[config.mk]
export PLATFORM = sky130hd
export DESIGN_NAME = conv_window_sched
export DESIGN_NICKNAME = d
export VERILOG_FILES = /design/src/rtl/conv_window_sched.sv
export SDC_FILE = /design/constraint.sdc
export NUM_CORES = 1
export LEC_CHECK = 0
export CAP_MARGIN = 20
export CORE_MARGIN = 2
export CORE_UTILIZATION = 50
export DETAILED_ROUTE_END_ITERATION = 10
export GPL_ROUTABILITY_DRIVEN = 0
export PLACE_DENSITY_LB_ADDON = 0.25
export SLEW_MARGIN = 20
export SYNTH_ARGS = -nofsm -noshare
export SYNTH_HDL_FRONTEND = slang
export SYNTH_SLANG_ARGS = --single-unit
[constraint.sdc]
create_clock -name clk -period 19.47 [get_ports clk]
set_input_delay 3.894 -clock clk [delete_from_list [all_inputs] [get_ports clk]]
set_output_delay 3.894 -clock clk [all_outputs]
set_load 0.005 [all_outputs]
[src/rtl/conv_window_sched.sv]
// conv_window_sched: sequences one feature-map pass through the conv array.
//   clk, rst                 clock, synchronous active-high reset
//   start, cfg_width/height  pass request and feature-map dimensions (sampled in IDLE)
//   stall                    downstream backpressure, blocks new reads in STREAM
//   busy, done, err          pass status; done/err are one-cycle pulses
//   rd_en, rd_row, rd_col    column read request to the feature SRAM
//   rd_data                  column pixels, valid one cycle after rd_en
//   window*                  column stream to the conv array
//   conv_valid_in, out_count result strobe from the array and its running count
module conv_window_sched #(
  parameter int unsigned KERNEL_SIZE = 3,
  parameter int unsigned MAX_DIM     = 64,
  parameter int unsigned ROW_GAP     = 3,
  parameter int unsigned DRAIN_MAX   = 64,
  parameter int unsigned DW          = $clog2(MAX_DIM + 1)
) (
  input  logic                      clk,
  input  logic                      rst,
  input  logic                      start,
  input  logic [DW-1:0]             cfg_width,
  input  logic [DW-1:0]             cfg_height,
  input  logic                      stall,
  output logic                      busy,
  output logic                      done,
  output logic                      err,
  output logic                      rd_en,
  output logic [DW-1:0]             rd_row,
  output logic [DW-1:0]             rd_col,
  input  logic [KERNEL_SIZE*32-1:0] rd_data,
  output logic                      window_valid,
  output logic                      window_new,
  output logic [KERNEL_SIZE*32-1:0] window,
  input  logic                      conv_valid_in,
  output logic [2*DW-1:0]           out_count
);

  localparam int unsigned CW = 2 * DW;
  localparam int unsigned GW = (ROW_GAP > 1) ? $clog2(ROW_GAP) : 1;
  localparam int unsigned TW = (DRAIN_MAX > 1) ? $clog2(DRAIN_MAX) : 1;

  typedef enum logic [1:0] {
    S_IDLE,
    S_STREAM,
    S_GAP,
    S_DRAIN
  } state_t;

  state_t          state_q, state_d;
  logic [DW-1:0]   row_q, row_d;
  logic [DW-1:0]   col_q, col_d;
  logic [DW-1:0]   w_q, w_d;
  logic [DW-1:0]   h_q, h_d;
  logic [GW-1:0]   gap_q, gap_d;
  logic [TW-1:0]   drain_q, drain_d;
  logic            busy_d, done_d, err_d, rd_en_d;
  logic            window_valid_d, window_new_d;
  logic [DW-1:0]   rd_row_d, rd_col_d;
  logic [CW-1:0]   out_count_d;
  logic            cfg_ok_c;
  logic [CW-1:0]   expected_c;

  // Pixel data passes straight through; its timing already matches window_valid.
  assign window = rd_data;

  assign cfg_ok_c = (cfg_width  >= DW'(KERNEL_SIZE)) && (cfg_width  <= DW'(MAX_DIM)) &&
                    (cfg_height >= DW'(KERNEL_SIZE)) && (cfg_height <= DW'(MAX_DIM));

  // Number of valid output positions for the latched dimensions.
  assign expected_c = CW'(h_q - DW'(KERNEL_SIZE - 1)) * CW'(w_q - DW'(KERNEL_SIZE - 1));

  // Next-state and registered-output logic.
  always_comb begin
    state_d        = state_q;
    row_d          = row_q;
    col_d          = col_q;
    w_d            = w_q;
    h_d            = h_q;
    gap_d          = gap_q;
    drain_d        = drain_q;
    busy_d         = busy;
    done_d         = 1'b0;
    err_d          = 1'b0;
    rd_en_d        = 1'b0;
    rd_row_d       = rd_row;
    rd_col_d       = rd_col;
    window_valid_d = rd_en;
    window_new_d   = rd_en && (rd_col == '0);
    out_count_d    = out_count;
    if (busy && conv_valid_in) begin
      out_count_d = out_count + CW'(1);
    end

    case (state_q)
      S_IDLE: begin
        if (start) begin
          if (cfg_ok_c) begin
            w_d         = cfg_width;
            h_d         = cfg_height;
            row_d       = '0;
            col_d       = '0;
            out_count_d = '0;
            busy_d      = 1'b1;
            state_d     = S_STREAM;
          end else begin
            done_d = 1'b1;
            err_d  = 1'b1;
          end
        end
      end
      S_STREAM: begin
        if (!stall) begin
          rd_en_d  = 1'b1;
          rd_row_d = row_q;
          rd_col_d = col_q;
          if (col_q == w_q - DW'(1)) begin
            col_d = '0;
            row_d = row_q + DW'(1);
            if (row_q == h_q - DW'(KERNEL_SIZE)) begin
              drain_d = '0;
              state_d = S_DRAIN;
            end else begin
              gap_d   = '0;
              state_d = S_GAP;
            end
          end else begin
            col_d = col_q + DW'(1);
          end
        end
      end
      S_GAP: begin
        // Idle cycles let the array pipeline empty between output rows.
        if (gap_q == GW'(ROW_GAP - 1)) begin
          state_d = S_STREAM;
        end else begin
          gap_d = gap_q + GW'(1);
        end
      end
      S_DRAIN: begin
        if (out_count >= expected_c) begin
          done_d  = 1'b1;
          busy_d  = 1'b0;
          state_d = S_IDLE;
        end else if (drain_q == TW'(DRAIN_MAX - 1)) begin
          done_d  = 1'b1;
          err_d   = 1'b1;
          busy_d  = 1'b0;
          state_d = S_IDLE;
        end else begin
          drain_d = drain_q + TW'(1);
        end
      end
      default: state_d = S_IDLE;
    endcase
  end

  // State and output registers.
  always_ff @(posedge clk) begin
    if (rst) begin
      state_q      <= S_IDLE;
      row_q        <= '0;
      col_q        <= '0;
      w_q          <= '0;
      h_q          <= '0;
      gap_q        <= '0;
      drain_q      <= '0;
      busy         <= 1'b0;
      done         <= 1'b0;
      err          <= 1'b0;
      rd_en        <= 1'b0;
      rd_row       <= '0;
      rd_col       <= '0;
      window_valid <= 1'b0;
      window_new   <= 1'b0;
      out_count    <= '0;
    end else begin
      state_q      <= state_d;
      row_q        <= row_d;
      col_q        <= col_d;
      w_q          <= w_d;
      h_q          <= h_d;
      gap_q        <= gap_d;
      drain_q      <= drain_d;
      busy         <= busy_d;
      done         <= done_d;
      err          <= err_d;
      rd_en        <= rd_en_d;
      rd_row       <= rd_row_d;
      rd_col       <= rd_col_d;
      window_valid <= window_valid_d;
      window_new   <= window_new_d;
      out_count    <= out_count_d;
    end
  end

endmodule

== Word level (Yosys, flattened, before mapping) ==
Index checks and enable logic that the tools add are counted.

* Bits in registers: 72
* Bits in latches: 0
* RAM bits: 0
* Bits in read-only memories: 0
* Bits of input ports: 115
* Output and inout port bits: 130
* Word-level logic and storage cells: 116
* Memories: 0

* $add $sub $neg: 9
* $mul: 1
* Divide/modulo/power cells: 0
* Order comparisons: 5
* Equal/unequal tests: 18
* Shift operators: 0
* Mux-type cells: 45
* Bitwise gates (word level): 2
* Reduce and logical (&&, ||, !) cells: 20

{| class="wikitable"
|+ Operators by type and width
! operator !! count
|-
| 2-to-1 mux 14 bit || 4
|-
| 2-to-1 mux 7 bit || 6
|-
| 2-to-1 mux 6 bit || 5
|-
| one-hot mux 7 bit (2 select lines) || 2
|-
| 2-to-1 mux 2 bit || 11
|-
| inequality test 2 bit (second input constant) || 10
|-
| subtractor 7 x 2 -> 8 bit (second input constant) || 2
|-
| adder 14 x 1 -> 14 bit (second input constant) || 1
|-
| adder 7 x 1 -> 7 bit (second input constant) || 2
|-
| == test 7 bit || 2
|-
| greater-or-equal comparator 14 bit || 1
|-
| greater-or-equal comparator 7 x 2 -> 1 bit (second input constant) || 2
|-
| less-or-equal comparator 7 bit (second input constant) || 2
|-
| multiplier 8 x 8 -> 14 bit || 1
|-
| one-hot mux 6 bit (2 select lines) || 1
|-
| AND reduction 6 bit || 2
|-
| 2-to-1 mux 1 bit || 11
|-
| AND reduction 5 bit || 2
|-
| one-hot mux 2 bit (4 select lines) || 1
|-
| AND reduction 4 bit || 2
|-
| nonzero test 2 bit || 4
|-
| zero test 7 bit || 1
|-
| subtractor 7 x 1 -> 7 bit (second input constant) || 1
|-
| subtractor 7 x 2 -> 7 bit (second input constant) || 1
|-
| other kinds (14) || 23
|}

== Logic depth before layout (Yosys ltp) ==
* Depth in word-level cells: 7
* Gate-level depth with buffers: 32
* Gate-level depth less buffers: 30

== Least setup slack after synthesis ==
Ideal clock, no wire load.

* Path kind: input to output
* From: in rd_data[0]
* To: out window[0]
* Arrival time: 4.005 ns
* Required time: 15.576 ns
* Slack: 11.571 ns
* Cell stages on the path: 1
* Path buffers: 1
* Cells stage by stage: buf_4

{| class="wikitable"
|+ RTL lines
! what !! line !! text
|-
| start, declared || 29 || <nowiki>input logic [KERNEL_SIZE*32-1:0] rd_data,</nowiki>
|-
| end, declared || 32 || <nowiki>output logic [KERNEL_SIZE*32-1:0] window,</nowiki>
|}

No word-level cell between the ends.

== Worst setup path after layout ==
* From: in rd_data[7]
* To: out window[7]

No word-level cell between the ends.

==> out/qor.txt <==
Antenna violations before repair -> 0
Cell count along the critical path -> 0
TritonCTS Buffers -> 9
Vias in the first global route -> 5,056
Max Cap Viol -> 0
First-pass GRT wire length -> 23,810 um
R2R Path Start -> w_q[1]$_SDFFE_PP0P_
Hold Path Sink -> window_new$_SDFF_PP0_
Inserted Diodes -> 0
CP Data Arrival Time -> 3.89 ns
Post-route setup TNS -> 0 ns
Top post-synthesis cells by area -> dfxtp_1, fa_1, buf_4
Die footprint -> 14,850 um2
Placed Cells -> 944
Final core occ -> 52.42%
Row Count -> 43
Final Max Tran Viols -> 0
Syn avg cell area -> 8.336 um2
Worst-Margin Slew -> 0.8319 ns
Fmax -> 128.4 MHz
Post-synth ARST share -> 0%
Synth Instances -> 833
Crit-path max FO -> 1
Initial DRC Count -> 178
Type of origin of the critical path -> input pin
Post-Route WL -> 13,730 um
Most used flip-flop cell after synthesis -> dfxtp_1
Layout cells sized above 1 -> 4.231%
Clock slew seen by the registers of the worst setup and hold paths -> 0.06 ns
Top Ports -> 245
Worst setup path startpoint -> rd_data[7]
Clock Latency Late Sink -> 0.35 ns
Largest net degree at the start of global routing -> 39
Worst R2R End -> drain_q[3]$_SDFFE_PP0P_
Post-synth EDFFs -> 0
HPWL after DPL -> 10,880 um
Initial Utilization -> 50.62%
Syn nets -> 1,051
Nets@finish -> 993
Ys Warns -> 0
Core ar. -> 13,720 um2
Hold Buf Count CTS -> 0
Min-delay worst type -> register to register
Pre-antenna DRT Iters -> 5
Routed vias/inst -> 5.238
Fin cells -> 960
Final Skew -> 0.009621 ns
Reg-to-reg setup timing slack -> 11.76 ns
R2r worst-path depth -> 23
Cell Area, Synth -> 6944 um2
Drt drc -> 0
Share of Yosys cell area claimed by the top area cell type -> 20.76%
Synth area leader -> dfxtp_1
Yosys cell types -> 56
Min Tclk post-route -> 7.788 ns
Seq/Total Area, Yosys -> 20.76%
Tot GR Track Use -> 19.84%
Clock Path Buffers -> 2
Crit path required time -> 15.58 ns
Area Growth Syn to Fin -> 3.568%
Flops & latches, synth -> 72
# Post-CTS Setup Buffers -> 0
Routed len/inst -> 14.30 um
CTS resizes -> 0
Die Width -> 121.9 um
RSZ-0062 raised after global routing -> false
Final period utilization -> 40.00%
Setup CP Type -> input pin to output pin
Worst setup EP type -> output pin
H-tree Lvls -> 3
Remaining Overflow, GRT -> 0
Antenna viol nets, final -> 0
Die H -> 121.9 um
Root Driver -> clkbuf_16
# setup viols final -> 0
Vias -> 5,028
Worst hold path cell count -> 1
Filler cells -> 1,266
Sink Count -> 72
I/O Buffers -> 52
Rel. slew slack -> 44.43%
Endpoints failing hold -> 0
Min-Delay Startpoint -> rd_col[2]$_SDFFE_PP0P_
CTS tree -> yes
Status -> finished, final reports clean
-- cells in the mapped netlist (all sizes together), types with 3 or more instances --
cell,number
a21oi,38
a21o,6
nand3,13
buf,102
or3,6
nor2,86
inv,94
a211oi,6
or4,4
mux2i,20
nor3b,4
nand2b,16
xnor2,35
fa,48
o21ai,12
nor3,5
a31oi,3
nand4,9
ha,55
and2,12
or2,4
nand2,72
xor2,28
nor2b,10
dfxtp,72
a21boi,6
o31ai,4
nor4,6
and3,7
clkbuf,21
-- placed cells by master, fill, tap and decap left out, types with 7 or more instances in the layout --
cell,instances
clkbuf_16,9
inv_1,94
nand3_1,13
nand2b_1,16
and2_1,12
ha_1,55
nor2b_1,10
nor2_1,86
dfxtp_1,72
xor2_1,28
and3_1,7
nand2_1,72
nand4_1,9
xnor2_1,35
mux2i_1,20
fa_1,48
o21ai_0,12
a21oi_1,37
clkdlybuf4s50_1,52
-- stage by stage --
step	instance area [um2]	hold slack (ns)	worst slack, ns
global route	7192	0.4721	11.20
detailed placement	6864	0.4398	11.68
CTS	7192	0.4554	11.68
floorplan	6944	0.4397	11.57
finish	7192	0.4499	11.68
global placement	6864	0.4412	11.68
-- final cells by class --
| type | instances | area, um2 | area share, % |
|---|---|---|---|
| tap | 180 | 225.2 | 3.132 |
| multi-input combinational | 544 | 4309 | 59.92 |
| sequential | 72 | 1441 | 20.04 |
| inverter | 94 | 352.8 | 4.906 |
| clock buffer | 9 | 225.2 | 3.132 |
| timing repair buffer | 54 | 535.5 | 7.446 |
| clock inverter | 7 | 102.6 | 1.427 |
-- flip-flops by register name (all words and copies together), names as in the netlist --
register / cells
done: 1
rd_col: 7
window_valid: 1
gap_q: 2
err: 1
window_new: 1
w_q: 7
out_count: 14
rd_row: 7
rd_en: 1
state_q: 2
row_q: 7
busy: 1
drain_q: 6
col_q: 7
h_q: 7
-- logic make-up after synthesis --
family / Yosys count / share of synthesized area (%)
fa+ha+maj: 103 / 23.75
simple gates: 259 / 17.68
xor+xnor: 63 / 7.946
compound gates: 98 / 9.550
buf+inv: 217 / 17.28
flops: 72 / 20.76
mux: 21 / 3.045
-- how the worst max path moves through the flow --
stage and end:
2_1_floorplan window[0], 3_3_place_gp window[7], 3_5_place_dp window[7], 4_1_cts window[7]
5_1_grt drain_q[3]$_SDFFE_PP0P_, 6_report window[7]
-- layer usage --
layer	global-route usage, %	part of all wire, %
met5	0	0
met2	31.74	47
met4	8.333	2.7
met1	25.88	46
met3	4.448	4.3
Power is left out: the tool's default activity adds up to more than one toggle a clock period on the data nets, which glitch-free logic cannot reach.
